==> src/rtl/fpu_exception_unit_if.sv <==
// rtl/fpu_exception_unit_if.sv - request/result/status bundle for fpu_exception_unit
interface fpu_exception_unit_if #(
   parameter int EXP_W = 4,
   parameter int MAN_W = 3,
   parameter int CNT_W = 8
);
   localparam int W = 1 + EXP_W + MAN_W;

   logic             IN_VALID;
   logic             IN_READY;
   logic [1:0]       FP_OPERATION;
   logic [W-1:0]     OP_A;
   logic [W-1:0]     OP_B;
   logic             OUT_VALID;
   logic             OUT_READY;
   logic             OP_IS_EXCEPTION;
   logic [2:0]       FP_EXCE;
   logic [3:0]       STICKY_FLAGS;
   logic             STICKY_CLR;
   logic [CNT_W-1:0] EXCE_COUNT;

   modport master (
      output IN_VALID, FP_OPERATION, OP_A, OP_B, OUT_READY, STICKY_CLR,
      input  IN_READY, OUT_VALID, OP_IS_EXCEPTION, FP_EXCE, STICKY_FLAGS, EXCE_COUNT
   );

   modport slave (
      input  IN_VALID, FP_OPERATION, OP_A, OP_B, OUT_READY, STICKY_CLR,
      output IN_READY, OUT_VALID, OP_IS_EXCEPTION, FP_EXCE, STICKY_FLAGS, EXCE_COUNT
   );
endinterface

==> src/rtl/fpu_exception_unit.sv <==
// rtl/fpu_exception_unit.sv - registered FP operand exception classifier with sticky status
module fpu_exception_unit #(
   parameter int EXP_W = 4,
   parameter int MAN_W = 3,
   parameter int CNT_W = 8
) (
   input logic                 CLK,
   input logic                 RST,
   fpu_exception_unit_if.slave io
);
   localparam int W = 1 + EXP_W + MAN_W;

   localparam logic [2:0] EXC_NONE = 3'b000;
   localparam logic [2:0] EXC_QNAN = 3'b001;
   localparam logic [2:0] EXC_INV  = 3'b010;
   localparam logic [2:0] EXC_DBZ  = 3'b011;
   localparam logic [2:0] EXC_SNAN = 3'b100;

   localparam logic [1:0] OP_ADD = 2'b00;
   localparam logic [1:0] OP_SUB = 2'b01;
   localparam logic [1:0] OP_MUL = 2'b10;
   localparam logic [1:0] OP_DIV = 2'b11;

   typedef struct packed {
      logic sign;
      logic snan;
      logic qnan;
      logic inf;
      logic zero;
   } cls_t;

   function automatic cls_t classify(input logic [W-1:0] v);
      cls_t              c;
      logic [EXP_W-1:0]  e;
      logic [MAN_W-1:0]  m;
      e      = v[W-2:MAN_W];
      m      = v[MAN_W-1:0];
      c.sign = v[W-1];
      c.snan = (&e) && (|m) && !m[MAN_W-1];
      c.qnan = (&e) && m[MAN_W-1];
      c.inf  = (&e) && !(|m);
      c.zero = !(|e) && !(|m);
      return c;
   endfunction

   logic             out_valid_q, out_valid_d;
   logic [2:0]       exce_q, exce_d;
   logic             is_exc_q, is_exc_d;
   logic [3:0]       flags_q, flags_d;
   logic [CNT_W-1:0] count_q, count_d;

   cls_t             ca, cb;
   logic             in_ready;
   logic             accept;
   logic             invalid;
   logic             div_zero;
   logic [2:0]       code;
   logic [3:0]       ev_flags;
   logic [3:0]       flags_base;
   logic [CNT_W-1:0] count_base;

   assign in_ready = !out_valid_q || io.OUT_READY;
   assign accept   = io.IN_VALID && in_ready;

   always_comb begin
      ca       = classify(io.OP_A);
      cb       = classify(io.OP_B);
      invalid  = 1'b0;
      div_zero = 1'b0;
      case (io.FP_OPERATION)
         OP_ADD: invalid = ca.inf && cb.inf && (ca.sign != cb.sign);
         OP_SUB: invalid = ca.inf && cb.inf && (ca.sign == cb.sign);
         OP_MUL: invalid = (ca.zero && cb.inf) || (ca.inf && cb.zero);
         OP_DIV: begin
            invalid  = (ca.zero && cb.zero) || (ca.inf && cb.inf);
            // inf/0 is an exact infinity, not a divide-by-zero
            div_zero = cb.zero && !ca.zero && !ca.inf;
         end
         default: ;
      endcase

      code     = EXC_NONE;
      ev_flags = 4'b0000;
      if (ca.snan || cb.snan) begin
         code     = EXC_SNAN;
         ev_flags = 4'b1001;
      end else if (ca.qnan || cb.qnan) begin
         code     = EXC_QNAN;
         ev_flags = 4'b0100;
      end else if (invalid) begin
         code     = EXC_INV;
         ev_flags = 4'b0001;
      end else if (div_zero) begin
         code     = EXC_DBZ;
         ev_flags = 4'b0010;
      end
   end

   always_comb begin
      out_valid_d = out_valid_q;
      exce_d      = exce_q;
      is_exc_d    = is_exc_q;
      if (accept) begin
         out_valid_d = 1'b1;
         exce_d      = code;
         is_exc_d    = (code != EXC_NONE);
      end else if (out_valid_q && io.OUT_READY) begin
         out_valid_d = 1'b0;
      end

      // clear takes effect before a coincident event is recorded
      flags_base = io.STICKY_CLR ? 4'b0000 : flags_q;
      count_base = io.STICKY_CLR ? '0 : count_q;
      flags_d    = flags_base;
      count_d    = count_base;
      if (accept) begin
         flags_d = flags_base | ev_flags;
         if ((code != EXC_NONE) && (count_base != {CNT_W{1'b1}}))
            count_d = count_base + 1'b1;
      end
   end

   always_ff @(posedge CLK or posedge RST) begin
      if (RST) begin
         out_valid_q <= 1'b0;
         exce_q      <= EXC_NONE;
         is_exc_q    <= 1'b0;
         flags_q     <= 4'b0000;
         count_q     <= '0;
      end else begin
         out_valid_q <= out_valid_d;
         exce_q      <= exce_d;
         is_exc_q    <= is_exc_d;
         flags_q     <= flags_d;
         count_q     <= count_d;
      end
   end

   assign io.IN_READY        = in_ready;
   assign io.OUT_VALID       = out_valid_q;
   assign io.FP_EXCE         = exce_q;
   assign io.OP_IS_EXCEPTION = is_exc_q;
   assign io.STICKY_FLAGS    = flags_q;
   assign io.EXCE_COUNT      = count_q;
endmodule

==> src/flat_wrapper.sv <==
// flat-port wrapper written by rule: the top's interface ports become plain ports
module fpu_exception_unit_flat 
#(
   parameter int EXP_W = 4,
   parameter int MAN_W = 3,
   parameter int CNT_W = 8
)
  (CLK, RST, io_IN_VALID, io_FP_OPERATION, io_OP_A, io_OP_B, io_OUT_READY, io_STICKY_CLR, io_IN_READY, io_OUT_VALID, io_OP_IS_EXCEPTION, io_FP_EXCE, io_STICKY_FLAGS, io_EXCE_COUNT);
  fpu_exception_unit_if #(.EXP_W(EXP_W), .MAN_W(MAN_W), .CNT_W(CNT_W)) io_i ();
  input logic CLK;
  input logic RST;
  input wire logic [$bits(io_i.IN_VALID)-1:0] io_IN_VALID;
  input wire logic [$bits(io_i.FP_OPERATION)-1:0] io_FP_OPERATION;
  input wire logic [$bits(io_i.OP_A)-1:0] io_OP_A;
  input wire logic [$bits(io_i.OP_B)-1:0] io_OP_B;
  input wire logic [$bits(io_i.OUT_READY)-1:0] io_OUT_READY;
  input wire logic [$bits(io_i.STICKY_CLR)-1:0] io_STICKY_CLR;
  output wire logic [$bits(io_i.IN_READY)-1:0] io_IN_READY;
  output wire logic [$bits(io_i.OUT_VALID)-1:0] io_OUT_VALID;
  output wire logic [$bits(io_i.OP_IS_EXCEPTION)-1:0] io_OP_IS_EXCEPTION;
  output wire logic [$bits(io_i.FP_EXCE)-1:0] io_FP_EXCE;
  output wire logic [$bits(io_i.STICKY_FLAGS)-1:0] io_STICKY_FLAGS;
  output wire logic [$bits(io_i.EXCE_COUNT)-1:0] io_EXCE_COUNT;
  assign io_i.IN_VALID = io_IN_VALID;
  assign io_i.FP_OPERATION = io_FP_OPERATION;
  assign io_i.OP_A = io_OP_A;
  assign io_i.OP_B = io_OP_B;
  assign io_i.OUT_READY = io_OUT_READY;
  assign io_i.STICKY_CLR = io_STICKY_CLR;
  assign io_IN_READY = io_i.IN_READY;
  assign io_OUT_VALID = io_i.OUT_VALID;
  assign io_OP_IS_EXCEPTION = io_i.OP_IS_EXCEPTION;
  assign io_FP_EXCE = io_i.FP_EXCE;
  assign io_STICKY_FLAGS = io_i.STICKY_FLAGS;
  assign io_EXCE_COUNT = io_i.EXCE_COUNT;
  fpu_exception_unit #(.EXP_W(EXP_W), .MAN_W(MAN_W), .CNT_W(CNT_W)) u_core (.CLK(CLK), .RST(RST), .io(io_i));
endmodule
==> config.mk <==
export PLATFORM = sky130hd
export DESIGN_NAME = fpu_exception_unit_flat
export DESIGN_NICKNAME = d
export VERILOG_FILES = /design/src/rtl/fpu_exception_unit_if.sv /design/src/rtl/fpu_exception_unit.sv /design/src/flat_wrapper.sv
export SDC_FILE = /design/constraint.sdc
export NUM_CORES = 1
export LEC_CHECK = 0
export BUFFER_PORTS_ARGS = -buffer_cell sky130_fd_sc_hd__buf_2
export CAP_MARGIN = 20
export CORE_ASPECT_RATIO = 0.75
export CORE_UTILIZATION = 43
export CTS_CLUSTER_DIAMETER = 30
export DETAILED_ROUTE_END_ITERATION = 16
export GPL_TIMING_DRIVEN = 0
export PLACE_DENSITY = 0.75
export SLEW_MARGIN = 20
export SYNTH_ARGS = -nofsm -noshare
export SYNTH_HDL_FRONTEND = slang
export SYNTH_SLANG_ARGS = --single-unit
==> constraint.sdc <==
create_clock -name CLK -period 1.6 [get_ports CLK]
set_input_delay 0.24 -clock CLK [delete_from_list [all_inputs] [get_ports CLK]]
set_output_delay 0.24 -clock CLK [all_outputs]
set_load 0.05 [all_outputs]
==> results of run 1 <==
[Yosys cell counts, drive strengths merged]
cell type   n
xnor2       4
and2        1
mux2i       1
a31oi       2
and4        2
and4b       2
nor3        3
a32oi       1
inv         5
a311oi      1
a21o        2
and3        4
nand4       3
nand3       8
ha          1
dfrtp      17
nor2        6
o21a        1
a211oi      1
clkbuf      2
o32ai       3
nand2       8
and2b       1
nor4        2
mux2        3
o21ai       4
a21oi       1
a22oi       1
a22o        1
o2bb2ai     1
nand2b      3
o22ai       1
or3         2
o2111ai     1
nor2b       5
[repair_timing]
item | in CTS | in global routing
pin swaps | 4 | 2
setup buffers | 8 | 4
setup endpoints to repair | 4 | 7
gates resized for setup | 1 | 8
[logic make-up (layout without fill, tap and decap cells)]
| family | count (synthesis) | in the layout |
|---|---|---|
| buffers and inverters | 7 | 62 |
| and+or+nand+nor | 50 | 50 |
| AOI/OAI and AO/OA | 21 | 21 |
| DFF | 17 | 17 |
| xor gates and xnor gates | 4 | 4 |
| muxes | 4 | 4 |
| adders and majority gates | 1 | 1 |
[per-layer routing]
layer	routed length, um	up-vias	track usage [%]
met2	1320	24	32.95
met3	114	0	5.556
met5	0	-	0
li1	-	500	-
met1	1180	503	26.28
met4	0	0	2.857
[worst min-delay path by stage]
| stage | slack [ps] | start | cells past startpoint | to |
|---|---|---|---|---|
| 2_1_floorplan | 170 | RST | 1 | u_core.io.EXCE_COUNT[5] |
| 3_3_place_gp | 350 | RST | 2 | u_core.io.EXCE_COUNT[6] |
| 3_5_place_dp | 360 | RST | 2 | u_core.io.EXCE_COUNT[6] |
| 4_1_cts | 30 | RST | 2 | u_core.io.EXCE_COUNT[6] |
| 5_1_grt | 50 | RST | 2 | u_core.io.STICKY_FLAGS[2] |
| 6_report | 10 | RST | 2 | u_core.io.FP_EXCE[2] |
[registers in the layout, summed over array words and instances (netlist names)]
name,count
u_core.io.OUT_VALID,1
u_core.io.FP_EXCE,3
u_core.io.STICKY_FLAGS,4
u_core.io.OP_IS_EXCEPTION,1
u_core.io.EXCE_COUNT,8
[power groups by stage]
stage / Clock (mW) / Combinational, mW / Sequential, mW
floorplan: 0 / 0.0679 / 0.490
global placement: 0 / 0.167 / 0.455
CTS: 0.234 / 0.188 / 0.446
global route: 0.256 / 0.213 / 0.447
detailed placement: 0 / 0.171 / 0.456
finish: 0.225 / 0.198 / 0.446
[cell type report]
class	instances	share of cell area, %
multi-input cells	80	44.63
flip-flops and latches	17	29.25
clock buffers	3	1.522
inverters	5	1.268
well taps	34	2.874
repair buffers	51	19.61
clock inverters	1	0.3381
plain buffers	2	0.5072
[stage by stage]
| step | cells | hold slack (ps) | setup WS (ps) | util (%) | area, um^2 |
|---|---|---|---|---|---|
| 2_1_floorplan | 104 | 165.7 | -276.8 | - | 1089 |
| 3_3_place_gp | 178 | 351.8 | -387.5 | 58.14 | 1331 |
| 3_5_place_dp | 178 | 355.1 | -404.1 | 58.14 | 1331 |
| 4_1_cts | 190 | 31.01 | -112.5 | 62.19 | 1424 |
| 5_1_grt | 193 | 50.10 | -203.5 | 64.64 | 1480 |
| 6_report | 193 | 9.960 | -162.7 | 64.64 | 1480 |
==> results.sh, run 1 <==
export IMPL_synth_simple_area_share_pct=30.93
export IMPL_p_per_area_mw_per_mm2=587.1
export IMPL_pin_count=41
export IMPL_nets=184
export IMPL_synth_adder_area_share_pct=1.203
export IMPL_drc_errors=0
export IMPL_seq_power_share_pct=51.3
export IMPL_layout_common_cells="40 x buf_2, 11 x dfrtp_1, 9 x buf_4, 7 x nand2_1"
export IMPL_hold_viol=0
export IMPL_yosysWarningCount=0
export IMPL_cts_num_sinks=17
export IMPL_rsz0062_at_grt="yes"
export IMPL_synthMuxAreaShare_pct=4.212
export IMPL_cpMaxStageDelayCell="dfrtp_2"
export IMPL_area_delta_synth_final_pct=42.36
export IMPL_synth_compound_area_share_pct=16.85
export IMPL_portBuffers=40
export IMPL_num_rows=15
export IMPL_multi_input_area_um2=660.6
export IMPL_grt_max_degree=18
export IMPL_reg2reg_to="u_core.io.EXCE_COUNT[1]"
export IMPL_synthesis_nets=128
export IMPL_path_max_fanout=4
export IMPL_place_congestion=0.7966
export IMPL_finalSetupTns_ps=-891.7
export IMPL_drtIter0Drc=19
export IMPL_maxSlewHeadroom_pct=57.91
export IMPL_crit_path_end_kind="flip-flop"
export IMPL_die_h_um=44.59
export IMPL_clk_latency_ps=290
export IMPL_syn_inst=104
export IMPL_ir_worst_vdd_mv=0.3514
export IMPL_outcome="finished with violations"
export IMPL_pwr_share_clk_pct=25.8
export IMPL_via_count=1027
export IMPL_p_int_mw=0.6079
export IMPL_cts_hold_buf=0
export IMPL_max_stage_delay_ps=420
export IMPL_cp_start_kind="flip-flop"
export IMPL_ys_ff_latch=17
export IMPL_first_pass_iters=6
export IMPL_track_usage_pct=19.76
export IMPL_dp_hpwl_um=1850
export IMPL_synth_top_family_by_area="simple AND/OR/NAND/NOR gates"
export IMPL_antenna_found_initial=0
export IMPL_grt_pass1_wl_um=3843
export IMPL_grt_pass1_vias=900
export IMPL_cp_required_ps=1780
export IMPL_cts_buffers=3
export IMPL_cts_tree="built"
export IMPL_initial_core_util_pct=45.41
export IMPL_slew_violations=0
export IMPL_cts_clk_slew_worst_paths_ps=100
export IMPL_finalCriticalPeriod_ps=1763
export IMPL_crit_cells=8
export IMPL_cp_startpoint="u_core.io.EXCE_COUNT[1]"
export IMPL_worst_slack_ps=-162.7
export IMPL_setup_viol=7
export IMPL_yosys_area_top_type_share_pct=40.91
export IMPL_seqCellArea_um2=432.9
export IMPL_ff2ff_setup_slack_ps=-160
export IMPL_power_share_switching_pct=30.04
export IMPL_drt_vias_per_instance=5.321
export IMPL_drt_wl_total_um=2616
export IMPL_worstRegToRegCells=8
export IMPL_grt_overflow_total=0
export IMPL_leakage_nw=0.7347
export IMPL_critPathArrivalTime_ps=1940
export IMPL_dieArea_mm2=0.002621
export IMPL_violations="setup timing"
export IMPL_max_slew_worst_pin_slew_ps=630.6
export IMPL_fill_cells=194
export IMPL_ant_nets=0
export IMPL_path_buf_inv=2
export IMPL_wl_per_cell_um=13.55
export IMPL_final_common_cell="buf_2"
export IMPL_fin_skew_ps=5.194
export IMPL_synth_cell_type_count=41
export IMPL_yosys_top_cells_area="dfrtp_1 41%, nand3_1 3.9%, xnor2_1 3.4%"
export IMPL_synth_area_per_cell_um2=9.998
export IMPL_p_total_mw=0.8690
export IMPL_fmax_mhz=567.3
export IMPL_htree_levels=1
export IMPL_p_switching_mw=0.2611
export IMPL_path_delay_family="flip-flops"
export IMPL_cts_buffer_depth=2
export IMPL_maxCapViolations=0
export IMPL_die_x_um=58.78
export IMPL_synth_xor_xnor_area_share_pct=3.369
export IMPL_drive_gt1_share_pct=53.46
export IMPL_synth_top_cell_by_area="dfrtp_1"
export IMPL_comb_power_share_pct=22.8
export IMPL_syn_area_mm2=0.001040
export IMPL_crit_chain="nor2b_4 -> ha_4 -> and3_4 -> a31oi_4 -> buf_4 -> buf_6 -> nand2_2 -> mux2_4"
export IMPL_num_antenna_cells=0
export IMPL_cts_root_buf="clkbuf_4"
export IMPL_crit_end="u_core.io.EXCE_COUNT[1]"
export IMPL_min_period_over_period_pct=110.2
export IMPL_r2r_start="u_core.io.EXCE_COUNT[1]"
export IMPL_ys_seq_area_share_pct=40.91
export IMPL_hold_path_class="in -> async"
export IMPL_core_area_mm2=0.002290
export IMPL_critPathKind="reg -> reg"
Power figures use the tool's default switching activity.
==> run 2, diff against run 1 <==
--- a/config.mk
+++ b/config.mk
@@ -5,10 +5,12 @@
 export SDC_FILE = /design/constraint.sdc
 export NUM_CORES = 1
 export LEC_CHECK = 0
+export ABC_AREA = 1
 export BUFFER_PORTS_ARGS = -buffer_cell sky130_fd_sc_hd__buf_2
 export CAP_MARGIN = 20
 export CORE_ASPECT_RATIO = 0.75
-export CORE_UTILIZATION = 43
+export CORE_MARGIN = 1.5
+export CORE_UTILIZATION = 45
 export CTS_CLUSTER_DIAMETER = 30
 export DETAILED_ROUTE_END_ITERATION = 16
 export GPL_TIMING_DRIVEN = 0
==> results.sh, run 2 <==
export IMPL_min_period_over_period_pct=96.37
export IMPL_pin_count=41
export IMPL_critPathKind="reg -> reg"
export IMPL_first_pass_iters=4
export IMPL_ys_ff_latch=17
export IMPL_drive_gt1_share_pct=37.84
export IMPL_area_delta_synth_final_pct=29.39
export IMPL_use_met3_pct=5.412
export IMPL_drtIter0Drc=44
export IMPL_cts_buffer_depth=2
export IMPL_synth_cell_type_count=28
export IMPL_num_rows=16
export IMPL_yosysWarningCount=0
export IMPL_initial_core_util_pct=47.14
export IMPL_syn_inst=175
export IMPL_p_total_mw=0.8871
export IMPL_worstRegToRegCells=11
export IMPL_grt_pass1_vias=989
export IMPL_drt_vias_per_instance=4.663
export IMPL_antenna_found_initial=0
export IMPL_grtUsageMet2_pct=28.72
export IMPL_cts_num_sinks=17
export IMPL_cts_tree="built"
export IMPL_p_per_area_mw_per_mm2=563.2
export IMPL_nets=247
export IMPL_syn_area_mm2=0.001217
export IMPL_grt_pass1_wl_um=4340
export IMPL_ff2ff_setup_slack_ps=60
export IMPL_cpMaxStageDelayCell="dfrtp_2"
export IMPL_synth_area_per_cell_um2=6.957
export IMPL_max_slew_worst_pin_slew_ps=657.1
export IMPL_final_common_cell="nand2_1"
export IMPL_fmax_mhz=648.5
export IMPL_maxCapViolations=0
export IMPL_place_congestion=0.8097
export IMPL_fin_skew_ps=4.659
export IMPL_cp_required_ps=1800
export IMPL_die_h_um=48.05
export IMPL_max_stage_delay_ps=390
export IMPL_dpl_cell_area_mm2=0.001486
export IMPL_rsz0062_at_grt="yes"
export IMPL_cts_hold_buf=0
export IMPL_r2r_start="u_core.io.EXCE_COUNT[0]"
export IMPL_wl_per_cell_um=10.23
export IMPL_crit_chain="inv_4 -> nor2_4 -> ha_4 -> nand3_4 -> inv_4 -> nand4_4 -> and2_4 -> nand2_8 -> o21bai_2 -> nand2_1 -> inv_1"
export IMPL_path_max_fanout=6
export IMPL_yosys_top_cells_area="dfrtp_1 35%, nand2_1 18%, inv_1 7.4%"
export IMPL_portBuffers=40
export IMPL_track_usage_pct=18.83
export IMPL_grt_busiest_layer="met2"
export IMPL_slew_violations=0
export IMPL_grt_max_degree=18
export IMPL_yosys_area_top_type_share_pct=34.94
export IMPL_dp_hpwl_um=2056
export IMPL_critPathArrivalTime_ps=1740
export IMPL_drc_errors=0
export IMPL_hold_path_class="in -> async"
export IMPL_crit_path_end_kind="flip-flop"
export IMPL_layout_common_cells="58 x nand2_1, 40 x buf_2, 21 x inv_1, 16 x nor2_1, 14 x dfrtp_1"
export IMPL_reg2reg_to="u_core.io.EXCE_COUNT[7]"
export IMPL_finalCriticalPeriod_ps=1542
export IMPL_dieArea_mm2=0.003030
export IMPL_synth_edf_count=0
export IMPL_leakage_nw=0.9071
export IMPL_synth_most_common_cell="nand2_1"
export IMPL_setup_viol=0
export IMPL_core_area_mm2=0.002582
export IMPL_grt_overflow_total=0
export IMPL_ant_nets=0
export IMPL_maxSlewHeadroom_pct=56.14
export IMPL_die_x_um=63.06
export IMPL_clk_latency_ps=290
export IMPL_outcome="finished clean"
export IMPL_synth_top_cell_by_area="dfrtp_1"
export IMPL_hold_viol=0
export IMPL_ys_async_sr_fraction_pct=100.0
export IMPL_cts_clk_slew_worst_paths_ps=100
export IMPL_hold_slack_ps=19.93
export IMPL_ir_worst_vdd_mv=0.3692
export IMPL_cts_root_buf="clkbuf_4"
export IMPL_final_core_util_pct=61.00
export IMPL_path_common_cell="inv_4"
export IMPL_htree_levels=1
export IMPL_num_antenna_cells=0
export IMPL_yosys_top_cells_count="60 x nand2_1, 24 x inv_1, 18 x nor2_1"
export IMPL_synth_ff_type="dfrtp_1"
export IMPL_synthesis_nets=199
export IMPL_largest_register_ffs=8
export IMPL_cts_buffers=3
export IMPL_stdcell_area_mm2=0.001575
export IMPL_ys_seq_area_share_pct=34.94
export IMPL_cp_start_kind="flip-flop"
export IMPL_met1_usage_pct=27.35
export IMPL_drt_wl_total_um=2639
export IMPL_via_count=1203
run 2: cell count changes after synthesis, moves of 4 or more:
cell     before  now
nand2_1       8   60
inv_1         5   24
nor2_1        6   18
inv_2         0    5
nor2b_1       5    0
nor2_2        0    4
run 2: worst max-delay path: cells and delay by family (launching register included):
family	cells	cell delay, ps
compound gates	1	60
buf+inv	3	160
simple gates	6	660
flops	1	390
fa+ha+maj	1	160
run 2: stage by stage:
stage | instances | setup WS, ps | setup TNS (ps)
after floorplan | 175 | -136.0 | -683.8
after global placement | 251 | -49.84 | -174.7
after detailed placement | 251 | -55.21 | -225.6
after CTS | 257 | 14.87 | 0
after global routing | 258 | -11.56 | -25.18
final | 258 | 58.01 | 0
run 2: what timing repair did:
action,4_1_cts,5_1_grt
resized for setup,0,8
setup buffers,2,1
pin swaps,1,4
endpoints found under the setup margin,2,7
gates cloned,0,0
run 2: cell families (layout without fill, tap and decap cells):
group,Yosys count,after routing,synth area share (%)
simple gates,113,113,46.56
xor+xnor,3,3,2.159
flops,17,17,34.94
compound gates,9,9,5.035
buf+inv,32,79,10.28
fa+ha+maj,1,1,1.028
run 2: area by class of cell:
class,instances,area [um^2]
fill,249,1007
multi-input combinational,126,720.7
sequential,17,429.2
timing repair buffer,43,222.7
inverter,32,130.1
tap,36,45.04
clock buffer,3,22.52
clock inverter,1,5.005
run 2: per-layer routing:
layer / wire [um] / vias to the layer above / part of all wire (%)
li1: - / 642 / -
met1: 1298 / 522 / 49
met2: 1142 / 39 / 43
met3: 198 / 0 / 7.5
met4: 0 / 0 / 0
met5: 0 / - / 0
run 2: how the worst max path moves through the flow:
stage                            start                       to  slack (ps)
6_report       u_core.io.EXCE_COUNT[0]  u_core.io.EXCE_COUNT[7]          60
2_1_floorplan  u_core.io.EXCE_COUNT[0]  u_core.io.EXCE_COUNT[3]        -140
3_5_place_dp             io_STICKY_CLR  u_core.io.EXCE_COUNT[3]         -60
3_3_place_gp             io_STICKY_CLR  u_core.io.EXCE_COUNT[7]         -50
4_1_cts        u_core.io.EXCE_COUNT[1]  u_core.io.EXCE_COUNT[7]          10
5_1_grt        u_core.io.EXCE_COUNT[0]  u_core.io.EXCE_COUNT[3]         -10
run 2: power by group:
group          total (mW)  internal, mW  switching [mW]
Sequential          0.450         0.442         0.00837
Clock               0.231        0.0931           0.138
Combinational       0.205        0.0598           0.146
Total               0.887         0.595           0.292
